===== src/rtl/mux5_rr_arbiter_pkg.sv =====
// Shared definitions for the round-robin register-destination arbiter:
// state encoding, address width and the round-robin pick function.
package mux5_rr_arbiter_pkg;

    localparam int ADDR_W = 5;

    localparam logic [1:0] ST_IDLE  = 2'b00;
    localparam logic [1:0] ST_GNT_A = 2'b01;
    localparam logic [1:0] ST_GNT_B = 2'b10;

    typedef enum logic [1:0] {
        S_IDLE  = ST_IDLE,
        S_GNT_A = ST_GNT_A,
        S_GNT_B = ST_GNT_B
    } arb_state_t;

    // Round-robin decision: a lone requester wins; on a tie the requester
    // that did not own the path last wins (last: 0 = A, 1 = B).
    function automatic logic pick_a(input logic req_a, input logic req_b, input logic last);
        return req_a & (~req_b | last);
    endfunction

endpackage


===== src/rtl/mux5_rr_arbiter_fivebit_mux.sv =====
// Two-input register-destination select mux: sel = 1 routes a, sel = 0 routes b.
module fivebit_mux
    import mux5_rr_arbiter_pkg::*;
#(
    parameter int WIDTH = ADDR_W
) (
    input  logic [WIDTH-1:0] a,
    input  logic [WIDTH-1:0] b,
    input  logic             sel,
    output logic [WIDTH-1:0] y
);

    assign y = sel ? a : b;

endmodule


===== src/rtl/mux5_rr_arbiter.sv =====
// Round-robin arbiter sharing one fivebit_mux between requesters A and B.
// The granted address is captured into out_addr and held until the consumer
// acknowledges; on acknowledge a pending request is granted in the same edge.
module mux5_rr_arbiter
    import mux5_rr_arbiter_pkg::*;
#(
    parameter int WIDTH = ADDR_W
) (
    input  logic             clk,
    input  logic             rst,
    input  logic             req_a,
    input  logic [WIDTH-1:0] addr_a,
    input  logic             req_b,
    input  logic [WIDTH-1:0] addr_b,
    output logic             gnt_a,
    output logic             gnt_b,
    output logic             sel,
    output logic             out_valid,
    output logic [WIDTH-1:0] out_addr,
    input  logic             out_ack
);

    arb_state_t       r_state;
    arb_state_t       w_state_next;
    logic             r_last;
    logic             w_last_next;
    logic             w_sel;
    logic             w_load;
    logic             w_accept;
    logic             w_any_req;
    logic             r_gnt_a;
    logic             r_gnt_b;
    logic             r_out_valid;
    logic [WIDTH-1:0] r_out_addr;
    logic [WIDTH-1:0] w_mux_y;

    fivebit_mux #(
        .WIDTH (WIDTH)
    ) u_mux (
        .a   (addr_a),
        .b   (addr_b),
        .sel (w_sel),
        .y   (w_mux_y)
    );

    assign w_accept  = r_out_valid & out_ack;
    assign w_any_req = req_a | req_b;

    // Next-state, next-owner, mux select and output-load decision.
    always_comb begin
        w_state_next = r_state;
        w_last_next  = r_last;
        w_sel        = 1'b0;
        w_load       = 1'b0;
        case (r_state)
            S_IDLE: begin
                w_sel = pick_a(req_a, req_b, r_last);
                if (w_any_req) begin
                    w_state_next = w_sel ? S_GNT_A : S_GNT_B;
                    w_load       = 1'b1;
                end else begin
                    w_state_next = S_IDLE;
                end
            end
            S_GNT_A: begin
                if (w_accept) begin
                    // Priority already reflects A as the latest owner.
                    w_last_next = 1'b0;
                    w_sel       = pick_a(req_a, req_b, 1'b0);
                    if (w_any_req) begin
                        w_state_next = w_sel ? S_GNT_A : S_GNT_B;
                        w_load       = 1'b1;
                    end else begin
                        w_state_next = S_IDLE;
                    end
                end else begin
                    w_sel = 1'b1;
                end
            end
            S_GNT_B: begin
                if (w_accept) begin
                    w_last_next = 1'b1;
                    w_sel       = pick_a(req_a, req_b, 1'b1);
                    if (w_any_req) begin
                        w_state_next = w_sel ? S_GNT_A : S_GNT_B;
                        w_load       = 1'b1;
                    end else begin
                        w_state_next = S_IDLE;
                    end
                end else begin
                    w_sel = 1'b0;
                end
            end
            default: begin
                w_state_next = S_IDLE;
                w_sel        = 1'b0;
            end
        endcase
    end

    // State and last-owner registers.
    always_ff @(posedge clk or posedge rst) begin
        if (rst) begin
            r_state <= S_IDLE;
            r_last  <= 1'b1;
        end else begin
            r_state <= w_state_next;
            r_last  <= w_last_next;
        end
    end

    // Registered grant, valid and captured address outputs.
    always_ff @(posedge clk or posedge rst) begin
        if (rst) begin
            r_gnt_a     <= 1'b0;
            r_gnt_b     <= 1'b0;
            r_out_valid <= 1'b0;
            r_out_addr  <= '0;
        end else begin
            r_gnt_a     <= (w_state_next == S_GNT_A);
            r_gnt_b     <= (w_state_next == S_GNT_B);
            r_out_valid <= (w_state_next != S_IDLE);
            if (w_load) begin
                r_out_addr <= w_mux_y;
            end else begin
                r_out_addr <= r_out_addr;
            end
        end
    end

    assign gnt_a     = r_gnt_a;
    assign gnt_b     = r_gnt_b;
    assign sel       = w_sel;
    assign out_valid = r_out_valid;
    assign out_addr  = r_out_addr;

endmodule


===== config.mk =====
export PLATFORM = sky130hd
export DESIGN_NAME = mux5_rr_arbiter
export DESIGN_NICKNAME = d
export VERILOG_FILES = /design/src/rtl/mux5_rr_arbiter_pkg.sv /design/src/rtl/mux5_rr_arbiter_fivebit_mux.sv /design/src/rtl/mux5_rr_arbiter.sv
export SDC_FILE = /design/constraint.sdc
export NUM_CORES = 1
export LEC_CHECK = 0
export CORE_MARGIN = 3
export CORE_UTILIZATION = 39
export DETAILED_ROUTE_END_ITERATION = 8
export GPL_TIMING_DRIVEN = 0
export PLACE_DENSITY_LB_ADDON = 0.05
export SYNTH_ARGS = -nofsm -noshare
export SYNTH_HDL_FRONTEND = slang
export SYNTH_SLANG_ARGS = --single-unit
export TNS_END_PERCENT = 30

===== constraint.sdc =====
create_clock -name clk -period 1.5 [get_ports clk]
set_clock_uncertainty 0.05 [all_clocks]
set_input_delay 0.15 -clock clk [delete_from_list [all_inputs] [get_ports clk]]
set_output_delay 0.15 -clock clk [all_outputs]
set_load 0.01 [all_outputs]

Word-level counts from Yosys, hierarchy flattened:

Cells that the tools add are included.
W data, S select, Z words.

* bits in registers: 11
* output and inout port bits: 9
* word-level logic and storage cells: 42
* bits of input ports: 15

* multiplexer cells: 19
* reduce and logical (&&, ||, !) cells: 5
* bitwise operators: 6
* equal/unequal tests: 6

Operators with widths (number)
* $mux W2: 8
* $mux W1: 6
* $pmux W2 S3: 1
* $mux W5: 1
* $eq A2 B1 Y1 const B: 2
* $eq A2 B2 Y1 const B: 2
* $ne A2 B2 Y1 const B: 2
* $pmux W1 S2: 2
* $reduce_bool A2 Y1: 2
* $and A1 B1 Y1: 3
* $pmux W1 S3: 1
* $reduce_and A3 Y1: 1
* $logic_not A2 Y1: 1
* $or A1 B1 Y1: 2
* $reduce_or A2 Y1: 1
* $not A1 Y1: 1

Longest topological paths before layout:

* depth in word-level cells: 7
* depth in mapped cells: 6
* depth with buffers taken out: 6

Cells and area by module:

From an unflattened synthesis, not the netlist that was laid out.

* cells, all modules: 57
* area total of the unflattened synthesis: 664.4 um^2

Modules (own cells, without submodules)
* mux5_rr_arbiter: times used 1, seq. area each 276.5 um^2, area an instance 608.1 um^2, cells an instance 52
* fivebit_mux: times used 1, seq. area each 0.0 um^2, area an instance 56.3 um^2, cells an instance 5

Least setup slack after synthesis:

OpenSTA, ideal clock, no wires.

* path kind: reg-to-reg
* from: register r_state[0]
* to: register r_out_addr[0] (netlist: out_addr[0])
* period minus slack after synthesis: 1.480 ns
* arrival: 1.298 ns
* path slack: 0.020 ns
* stages on the path, launching flop included: 7
* cells stage by stage: dfrtp_1 > inv_1 > ha_1 > nand2_1 > o22ai_2 > o21a_4 > o211ai_2

* word-level cells in the longest chain between the ends: 3

Ends and longest elaborated chain
* start, declared: RTL line mux5_rr_arbiter.sv:23 `arb_state_t r_state;`
* start signal, assigned: RTL line mux5_rr_arbiter.sv:107 `r_state <= w_state_next;`
* $eq A2 B2 Y1 (tied with other cells): RTL line mux5_rr_arbiter.sv:55 `case (r_state)`
* $pmux W1 S3 (*): RTL line mux5_rr_arbiter.sv:55
* via sel: RTL line mux5_rr_arbiter.sv:17 `output logic sel,`
* $mux W5 (*): RTL line mux5_rr_arbiter_fivebit_mux.sv:13 `assign y = sel ? a : b;`
* end signal, assigned: RTL line mux5_rr_arbiter.sv:124 `r_out_addr <= w_mux_y;`
* end signal, assigned: RTL line mux5_rr_arbiter.sv:126 `r_out_addr <= r_out_addr;`
* end, declared: RTL line mux5_rr_arbiter.sv:34 `logic [WIDTH-1:0] r_out_addr;`

Mark *: on every way through the listed nets, which the timed path passes. The rest lies on a longest branch.
A chain may end at the register's enable or synchronous reset.

Final worst setup path:

* from: register r_state[1]
* to: output sel

* word-level cells in the longest chain between the ends: 2

Ends and longest elaborated chain (RTL line)
* $eq A2 B2 Y1 (tied with other cells): mux5_rr_arbiter.sv:55
* $pmux W1 S3 (*): mux5_rr_arbiter.sv:55
* end, declared: mux5_rr_arbiter.sv:17

Mark *: on every way between the ends. The rest lies on a longest branch, timed or not.

==> out/results.txt <==
Yosys reg bits: 11
H-tree depth: 1
Die height: 48.0 µm
Final Total Pwr: 2.27 mW
Compound-Gate Fraction of Synth Area: 31.4%
Post-cts hold buffer count: 0
Xor/xnor cell area share of the yosys netlist: 0%
Arr. time, crit path: 1.44 ns
Worst vdd ir: 1340 µV
I/O Pins: 24
DRT antenna net count: 0
Initial DRC count: 19
Class of the most critical setup path: reg2out
Mux contribution to synthesized area: 0%
Adder-Cell Fraction of Synth Area: 7.26%
Synth-to-layout area growth: 61.5%
Crit path max fanout: 4
Synth cell types: 23
Simple-gate share of the synthesized area: 19.1%
Hold crit path type: in2async
Initial Util: 43.7%
Worst slack, placed: -0.662 ns
Overall routed net length: 1890 µm
Initial antenna violation count: 0
Max clock buf depth: 2
Reg clk slew, reported paths: 0.07 ns
Final hold violation count: 0
Gate Count Post-Synth: 70
Slack of the critical path: -0.139 ns
Startpoint types: flop
Vias: 656
Peak Freq: 610 MHz
Port-buffer cells: 23
Std-Cell Rows: 14
Synthesized cell area: 689 µm²
Slew margin rel.: 73.5%
Antenna cells: 0
Total negative slack: -0.725 ns
Ys Warns: 0
Pin count of the biggest net entering global routing: 12
First-pass GRT wire length: 2840 µm
Synthesized area per cell: 9.85 µm²
Final Util: 70.6%
Residual DRC: 0
GRT overflow: 0
Leakage: 0.455 nW
Clk_lat worst skew: 0.26 ns
Total of max-cap violations: 0
TritonRoute pass-1 iters: 4
Main combinational cell family by area after synthesis: compound AO/OA/AOI/OAI gates
Crit. End Element: output pin
Post-Syn Nets: 89
Seq/Total Area, Yosys: 40.1%
NumNets Final: 123
Share of layout cells above drive strength 1: 36.9%
Total track usage: 18.0%
Crit path required time: 1.30 ns
Tmin final: 1.64 ns
Vias in the first global route: 647
CTS sink count: 11
Hpwl dp: 1280 µm
Status: finished with violations
CTS tree: yes
Failing checks: setup timing
Per-cell routed wire length: 15.9 µm
Clk root buf: clkbuf_4
Final worst-path cycle share: 109%
DIE AREA: 2310 µm²
Final Max Slew Viols: 0
Vias/cell: 5.51
P per Cell Area: 2040 nW/µm²
Chip Width: 48.0 µm
CORE AREA: 1580 µm²
Actual slew at the worst max-slew pin: 0.397 ns
RSZ-0062 raised after global routing: true
Setup violations, final: 7
Placer Congestion: 0.856
CTS Buf Count: 3
critical path: stages (launching register included):
cell	delay, ns
dfrtp_2	0.46
inv_4	0.10
ha_4	0.15
nand2_4	0.06
o22ai_4	0.17
o21a_4	0.15
buf_6	0.09
power by group:
group / leakage [nW] / switching (mW) / internal (mW)
clock network: 0.0177 / 0.0924 / 0.0982
logic: 0.306 / 0.725 / 0.767
registers: 0.132 / 0.135 / 0.456
repair_timing:
item                       CTS  global route
pin swaps                    5             2
setup buffers                4             1
setup endpoints to repair   11            11
gates cloned                 0             1
resized for setup           30             3
flip-flops by register name (all words and copies together) (netlist names):
signal,cells
gnt_a,1
gnt_b,1
out_addr,5
out_valid,1
r_last,1
r_state,2
layer usage:
metal	GRT usage [%]	vias to the layer above	part of all wire, %
met5	0	-	0
met4	8.06	0	1.0
met1	24.8	294	47
met3	3.01	2	5.4
li1	-	333	-
met2	27.4	27	47
placed cells by master (no fill, tap or decap), drive strengths merged:
cell           Yosys  routed
clkdlybuf4s50      0      19
nand2             14      14
dfrtp             10      10
buf                0       6
nor2               5       6
o2111ai            5       5
o211ai             5       5
a21oi              5       5
ha                 4       4
inv                4       4
nand3              3       3
clkbuf             0       3
o21a               2       2
nor3b              2       2
dlygate4sd2        0       2
nor2b              2       2
o22ai              1       1
a31oi              1       1
o21bai             1       1
or2                1       1
a32o               1       1
o32a               1       1
nand2b             1       1
o31a               1       1
clkinv             0       1
dlymetal6s2s       0       1
dfstp              1       1
cells by family after synthesis:
logic type | after synthesis
adders and majority gates | 4
DFF | 11
AOI/OAI and AO/OA | 23
buffers and inverters | 4
and+or+nand+nor | 28
cell usage after synthesis:
master      n  area [µm²]
o31a_1      1        8.76
o21a_4      2        30.0
o21bai_1    1        7.51
a32o_1      1        10.0
a21oi_1     5        25.0
o2111ai_1   5        43.8
nor2_1      4        15.0
o22ai_2     1        12.5
nor3b_1     2        15.0
o32a_1      1        10.0
nor2_2      1        6.26
a31oi_1     1        6.26
nand3_1     3        15.0
or2_2       1        6.26
ha_1        4        50.1
nand2_2     1        6.26
dfrtp_1    10         250
o211ai_2    5        62.6
nor2b_1     2        12.5
dfstp_2     1        26.3
inv_1       4        15.0
nand2b_1    1        6.26
nand2_1    13        48.8
final cells by class:
cell class,instances,area (µm²)
clock inverter,1,5.00
clock buffer,3,22.5
sequential,11,280
multi-input combinational,56,497
inverter,4,20.0
fill,109,463
tap,16,20.0
timing repair buffer,28,269
worst paths after layout:
kind	from	endpoint	slack [ns]	cells past startpoint
worst min-delay path	rst	out_addr[3]$_DFFE_PP0P_	0.12	2
worst max-delay path	r_state[1]$_DFF_PP0_	sel	-0.14	6
worst max register to register	r_state[0]$_DFF_PP0_	out_addr[4]$_DFFE_PP0P_	-0.12	5
max in group asynchronous	rst	r_last$_DFFE_PP1P_	0.97	2
min in group clk	addr_b[2]	out_addr[2]$_DFFE_PP0P_	0.43	3
worst min register to register	out_addr[2]$_DFFE_PP0P_	out_addr[2]$_DFFE_PP0P_	0.44	2
metrics by stage:
stage / instances / hold WS, ns / cell area [µm²]
finish: 119 / 0.117 / 1110
global placement: 109 / 0.405 / 940
detailed placement: 109 / 0.413 / 940
floorplan: 70 / -0.0483 / 689
CTS: 117 / 0.128 / 1090
global route: 119 / 0.142 / 1110
(Power assumes the default switching activity.)
